### src/rtl/out_bank_arb_pkg.sv
// Shared definitions for the output-bank arbiter: sizes, FSM state
// encoding and a small one-hot helper.
// Related build option: OUT_BANK_ARB_FIXED_PRIO_EN (see rr_pick / top).
package out_bank_arb_pkg;

    localparam int NREQ  = 4;               // requesters: CPU, DMA, debug, timer
    localparam int WIDTH = 8;               // bank data width
    localparam int SELW  = 2;               // bank output-port select width
    localparam int IDXW  = $clog2(NREQ);    // width of a requester index

    // Write-sequencing states; encoding is fixed so it can be probed on a bus.
    typedef enum logic [1:0] {
        IDLE   = 2'b00,
        SETUP  = 2'b01,
        STROBE = 2'b10,
        HOLD   = 2'b11
    } state_e;

    // Requester index to one-hot grant vector.
    function automatic logic [NREQ-1:0] onehot(input logic [IDXW-1:0] idx);
        logic [NREQ-1:0] v;
        v      = '0;
        v[idx] = 1'b1;
        return v;
    endfunction

endpackage

### src/rtl/out_bank_arbiter_rr_pick.sv
// Combinational winner selection for the output-bank arbiter.
// Default: round-robin, searching upward from last+1 with wrap-around.
// With OUT_BANK_ARB_FIXED_PRIO_EN defined: fixed priority, req_i[0]
// highest; the history input does not exist in that build.
module rr_pick
    import out_bank_arb_pkg::*;
(
    input  logic [NREQ-1:0] req_i,
`ifndef OUT_BANK_ARB_FIXED_PRIO_EN
    input  logic [IDXW-1:0] last_i,
`endif
    output logic [IDXW-1:0] winner_o,
    output logic            valid_o
);

`ifdef OUT_BANK_ARB_FIXED_PRIO_EN

    // Scan lowest priority first so the highest-priority hit is written last.
    always_comb begin
        // NOTE: every output gets a default before any branch; without it a
        // path that skips the assignment would infer a latch.
        valid_o  = 1'b0;
        winner_o = '0;
        for (int k = NREQ - 1; k >= 0; k--) begin
            if (req_i[k]) begin
                valid_o  = 1'b1;
                winner_o = IDXW'(k);
            end
        end
    end

`else

    // Scan from offset NREQ (the previous winner, lowest priority) down to
    // offset 1 (the neighbour after it), so the nearest hit wins.
    always_comb begin
        logic [IDXW-1:0] idx;
        valid_o  = 1'b0;
        winner_o = '0;
        idx      = '0;
        for (int k = NREQ; k >= 1; k--) begin
            idx = last_i + IDXW'(k);    // wraps naturally since NREQ is 2**IDXW
            if (req_i[idx]) begin
                valid_o  = 1'b1;
                winner_o = idx;
            end
        end
    end

`endif

endmodule

### src/rtl/out_bank_arbiter.sv
// Output-bank arbiter: shares one 4-port output register bank among four
// requesters. Each transaction runs SETUP -> STROBE -> HOLD so data and
// select are stable one cycle either side of a single registered strobe;
// the bank clocks its registers on bank_we, so the strobe must be clean.
// Build option OUT_BANK_ARB_FIXED_PRIO_EN selects fixed priority instead
// of round-robin and removes the round-robin pointer.
module out_bank_arbiter
    import out_bank_arb_pkg::*;
(
    input  logic                  clk,
    input  logic                  reset,      // asynchronous, active low
    input  logic [NREQ-1:0]       req,
    input  logic [NREQ*SELW-1:0]  req_sel,
    input  logic [NREQ*WIDTH-1:0] req_data,
    output logic [NREQ-1:0]       gnt,
    output logic [WIDTH-1:0]      bank_data,
    output logic [SELW-1:0]       bank_sel,
    output logic                  bank_we,
    output logic                  busy
);

    state_e            state_q, state_d;
    logic [NREQ-1:0]   gnt_q,   gnt_d;
    logic [WIDTH-1:0]  data_q,  data_d;
    logic [SELW-1:0]   sel_q,   sel_d;
    logic              we_q,    we_d;
    logic              busy_q,  busy_d;

    logic [IDXW-1:0]   pick_idx;
    logic              pick_valid;
    logic [WIDTH-1:0]  pick_data;
    logic [SELW-1:0]   pick_sel;

`ifndef OUT_BANK_ARB_FIXED_PRIO_EN
    logic [IDXW-1:0]   last_q, last_d;
`endif

    rr_pick u_pick (
        .req_i    (req),
`ifndef OUT_BANK_ARB_FIXED_PRIO_EN
        .last_i   (last_q),
`endif
        .winner_o (pick_idx),
        .valid_o  (pick_valid)
    );

    // Route the winning requester's select and data slices.
    always_comb begin
        pick_data = '0;
        pick_sel  = '0;
        for (int i = 0; i < NREQ; i++) begin
            if (pick_idx == IDXW'(i)) begin
                pick_data = req_data[i*WIDTH +: WIDTH];
                pick_sel  = req_sel[i*SELW +: SELW];
            end
        end
    end

    // Next-state and next-output logic; requests are sampled only in IDLE and HOLD.
    always_comb begin
        state_d = state_q;
        gnt_d   = '0;
        we_d    = 1'b0;
        data_d  = data_q;
        sel_d   = sel_q;
`ifndef OUT_BANK_ARB_FIXED_PRIO_EN
        last_d  = last_q;
`endif
        unique case (state_q)
            IDLE, HOLD: begin
                if (pick_valid) begin
                    state_d = SETUP;
                    gnt_d   = onehot(pick_idx);
                    data_d  = pick_data;
                    sel_d   = pick_sel;
`ifndef OUT_BANK_ARB_FIXED_PRIO_EN
                    last_d  = pick_idx;
`endif
                end else begin
                    state_d = IDLE;
                end
            end
            SETUP: begin
                state_d = STROBE;
                we_d    = 1'b1;
            end
            STROBE: begin
                state_d = HOLD;
            end
            default: begin
                state_d = IDLE;
            end
        endcase
        busy_d = (state_d != IDLE);
    end

    // State and output registers; reset clears everything, including the strobe.
    always_ff @(posedge clk or negedge reset) begin
        if (!reset) begin
            state_q <= IDLE;
            gnt_q   <= '0;
            data_q  <= '0;
            sel_q   <= '0;
            we_q    <= 1'b0;
            busy_q  <= 1'b0;
`ifndef OUT_BANK_ARB_FIXED_PRIO_EN
            last_q  <= IDXW'(NREQ - 1);     // req[0] wins the first pick
`endif
        end else begin
            // NOTE: non-blocking assignments here so every register samples
            // the pre-edge values; blocking would chain them within one edge.
            state_q <= state_d;
            gnt_q   <= gnt_d;
            data_q  <= data_d;
            sel_q   <= sel_d;
            we_q    <= we_d;
            busy_q  <= busy_d;
`ifndef OUT_BANK_ARB_FIXED_PRIO_EN
            last_q  <= last_d;
`endif
        end
    end

    assign gnt       = gnt_q;
    assign bank_data = data_q;
    assign bank_sel  = sel_q;
    assign bank_we   = we_q;
    assign busy      = busy_q;

    // Grant is one-hot and only ever visible in SETUP; strobe only in STROBE.
    a_gnt_onehot : assert property (@(posedge clk) disable iff (!reset)
        $onehot0(gnt_q));
    a_gnt_in_setup : assert property (@(posedge clk) disable iff (!reset)
        (gnt_q != '0) |-> (state_q == SETUP));
    a_we_in_strobe : assert property (@(posedge clk) disable iff (!reset)
        we_q |-> (state_q == STROBE));

endmodule

### config.mk
export PLATFORM = sky130hd
export DESIGN_NAME = out_bank_arbiter
export DESIGN_NICKNAME = d
export VERILOG_FILES = /design/src/rtl/out_bank_arb_pkg.sv /design/src/rtl/out_bank_arbiter_rr_pick.sv /design/src/rtl/out_bank_arbiter.sv
export SDC_FILE = /design/constraint.sdc
export NUM_CORES = 1
export LEC_CHECK = 0
export ABC_AREA = 1
export BUFFER_PORTS_ARGS = -buffer_cell sky130_fd_sc_hd__buf_2
export CAP_MARGIN = 10
export CELL_PAD_IN_SITES_DETAIL_PLACEMENT = 1
export CELL_PAD_IN_SITES_GLOBAL_PLACEMENT = 1
export CORE_ASPECT_RATIO = 1.1
export CORE_MARGIN = 1
export CORE_UTILIZATION = 30
export DETAILED_ROUTE_END_ITERATION = 10
export PLACE_DENSITY = 0.72
export SKIP_CTS_REPAIR_TIMING = 1
export SLEW_MARGIN = 20
export SYNTH_ARGS = -nofsm -noshare
export SYNTH_HDL_FRONTEND = slang
export SYNTH_SLANG_ARGS = --single-unit
export TNS_END_PERCENT = 30
### constraint.sdc
create_clock -name clk -period 4.1 [get_ports clk]
set_input_delay 0.82 -clock clk [delete_from_list [all_inputs] [get_ports clk]]
set_output_delay 0.82 -clock clk [all_outputs]
set_load 0.02 [all_outputs]
==> metrics.md <==
| Metric | Value |
|---|---|
| Outcome | `finished clean` |
| Ports | `62` |
| Reg-to-Reg End | `bank_data[1]` |
| Final min period | `around 2300 ps` |
| Final period util | `0.572` |
| Pins Over Slew Limit | `0` |
| Sink Count | `20` |
| Number of port buffers | `just over 60` |
| Synth cell count leaders | `59 x nand2_1, 26 x nor2_1, 19 x nand3_1` |
| RSZ-0062 raised after global routing | `no` |
| First-pass GRT wire length | `~6.6 mm` |
| Worst Path Required | `around 4300 ps` |
| Vias in the first global route | `1479` |
| CTS tree | `done` |
| Yosys top cell by area | `dfrtp_1` |
| P_leak | `~0.98 nW` |
| Top cells by area, synth | `dfrtp_1 32%, nand2_1 16%, nor2_1 6.9%, nand3_1 6.7%, nand3_2 4.9%` |
| First-pass iteration count of the detailed router | `4` |
| Critical Path AT | `about 2500 ps` |
| TNS Setup | `0 ps` |
| Number of max-cap violations | `0` |
| Crit-path max FO | `12` |
| Final nets | `300` |
| Final Setup Violations | `0` |
| Post-synth EDFFs | `0` |
| Vias per cell | `around 4.8` |
| Antenna Nets Post-Route | `0` |
| DP Worst Slack | `1570 ps` |
| Area delta synth->final | `26.1%` |
| Vias | `~1500` |
| Actual slew at the worst max-slew pin | `between 400 and 500 ps` |
| DRC viols | `0` |
| Top delay family on crit path | `simple AND/OR/NAND/NOR gates` |
| Async SR Flop Fraction | `1.00` |
| Most frequent cell after synthesis | `nand2_1` |
| Worst r2r path cells | `11` |
| Share of layout cells above drive strength 1 | `0.390` |
| Ant diodes | `0` |
| Synth top area share | `0.318` |
| # rows | `25` |
| Mean post-synth cell area | `7.34 um^2` |
| Final design utilization | `0.405` |
| Highest routed layer | `met4` |
| Reg clk slew, reported paths | `approximately 80 ps` |
| Crit path cell chain | `inv_2 > nand2_2 > nand2_2 > nor2_1 > nand2_1 > nand2_1 > inv_1 > nand2_2 > nor2_8 > nand2_1 > nand3_1` |
| Mapped Cells | `between 150 and 200` |
| Largest net degree at the start of global routing | `22` |
| Final Routed Wirelength | `~4 mm` |
| Syn nets | `241` |
| Core area | `0.00441 mm^2` |
| Fillers | `583` |
| Initial Util | `0.321` |
| Final hold violations | `0` |
| Initial antenna violation count | `0` |
| Largest stage delay, worst path | `slightly below 700 ps` |
| Worst flop-to-flop path startpoint | `last_q[0]` |
| CP max-delay cell | `dfstp_2` |
| Worst Skew | `2.26 ps` |
| Post-Route M1 WL | `~1.7 mm` |
| Initial DRC Count | `between 50 and 60` |
| DP HPWL | `3.11 mm` |
| CP Capture Type | `flop` |
| Critical Path Source Type | `flop` |
| Max-Slew Margin vs Limit | `0.680` |
| Clk Latency, worst-skew pair | `around 260 ps` |
| Mapped Area | `around 0.0014 mm^2` |
| Avg WL per Cell | `approximately 13 um` |
| Final worst setup slack | `roughly 1800 ps` |
| Gr ovfl total | `0` |
| Seq cells post-synth | `20` |
| R2R Setup Slk | `around 1800 ps` |
| Met2 routed WL | `between 2 and 2.5 mm` |
| Ys flop type | `dfrtp_1` |
| Yosys warning count | `0` |
| CTS Buf Count | `3` |
| Root buf cell | `clkbuf_8` |
| Wire length on met3 | `approximately 140 um` |
| Die X | `67.5 um` |
| Seq/Total Area, Yosys | `0.355` |
| Distinct cells, synth | `26` |
| H-tree depth | `1` |
| Height of the die | `approximately 74 um` |
| FMAX | `0.427 GHz` |
| Total global routing track utilization | `0.178` |
| Maximum root-to-sink buffer count | `2` |
| Setup CP Type | `flop to flop` |
| Worst Path Buf+Inv | `2` |
| Worst min-delay path class | `input port to async pin` |
| Gpl congestion | `between 0.8 and 0.9` |
| Worst VDD drop | `0.708 mV` |
| P per Cell Area | `1040 mW/mm^2` |
| Die area | `0.00500 mm^2` |
==> cell families after synthesis <==
kind of cell / after synthesis / synth area share
AND/OR/NAND/NOR: 136 / 0.492
buffers and inverters: 23 / 0.0874
flip-flops: 20 / 0.355
AO/OA/AOI/OAI: 12 / 0.0477
adder cells (fa/ha/maj): 2 / 0.0177
==> cells in the final DEF, fill, tap and decap left out <==
cell / instances
buf_2: 61
clkbuf_8: 4
dfrtp_1: 18
dfstp_2: 2
ha_1: 2
inv_1: 11
inv_2: 3
inv_4: 2
nand2_1: 59
nand2_2: 9
nand2_4: 4
nand2_8: 1
nand3_1: 19
nand3_2: 7
nand3_4: 1
nand4_1: 6
nor2_1: 26
nor2_2: 1
nor2_8: 1
nor3_1: 2
o21ai_0: 7
o21ai_1: 3
o21ai_2: 2
==> worst register-to-register path, stage by stage (launching register included) <==
cell and delay, ps:
dfstp_2 680, inv_2 160, nand2_2 90, nand2_2 80, nor2_1 150, nand2_1 70, nand2_1 320, inv_1 270
nand2_2 200, nor2_8 70, nand2_1 60, nand3_1 80
==> registers in the layout, summed over array words and instances (netlist names) <==
signal	cells
last_q	2
gnt	4
bank_sel	2
busy	1
state_q	2
bank_we	1
bank_data	8
==> metrics by stage <==
step | total power [mW] | cell area (um^2) | hold WS [ps] | instances
finish | 1.86 | 1790 | 495 | 305
floorplan | 1.49 | 1420 | 491 | 193
CTS | 1.90 | 1790 | 500 | 305
detailed placement | 1.73 | 1730 | 480 | 301
global placement | 1.70 | 1730 | 477 | 301
global route | 2.06 | 1790 | 521 | 305
==> routing by layer <==
layer / global-route usage / vias up
met1: 0.221 / 694
met3: 0.0230 / 5
met4: 0.0520 / 0
met2: 0.315 / 35
met5: 0 / -
li1: - / 733
==> power by group <==
group / internal, mW / switching, mW / total (mW)
Sequential: 0.302 / 0.0592 / 0.362
Combinational: 0.405 / 0.939 / 1.34
Clock: 0.0857 / 0.0735 / 0.159
==> how the worst max path moves through the flow <==
stage | from | end | slack, ps | cells past startpoint
final | last_q[0] | bank_data[1] | 1760 | 11
after global routing | last_q[0] | bank_data[1] | 1530 | 11
after CTS | last_q[0] | bank_data[3] | 1730 | 11
after detailed placement | req[1] | bank_data[4] | 1570 | 11
after global placement | req[0] | bank_data[3] | 1700 | 11
after floorplan | req[0] | bank_data[3] | 2210 | 13
==> final cells by class <==
class,count,area [um^2],area share
inverter,16,65.1,0.0364
tap,54,67.6,0.0378
timing repair buffer,61,305,0.171
sequential,20,503,0.282
clock buffer,4,55.1,0.0308
multi-input combinational,150,790,0.442
(Power assumes the default switching activity.)
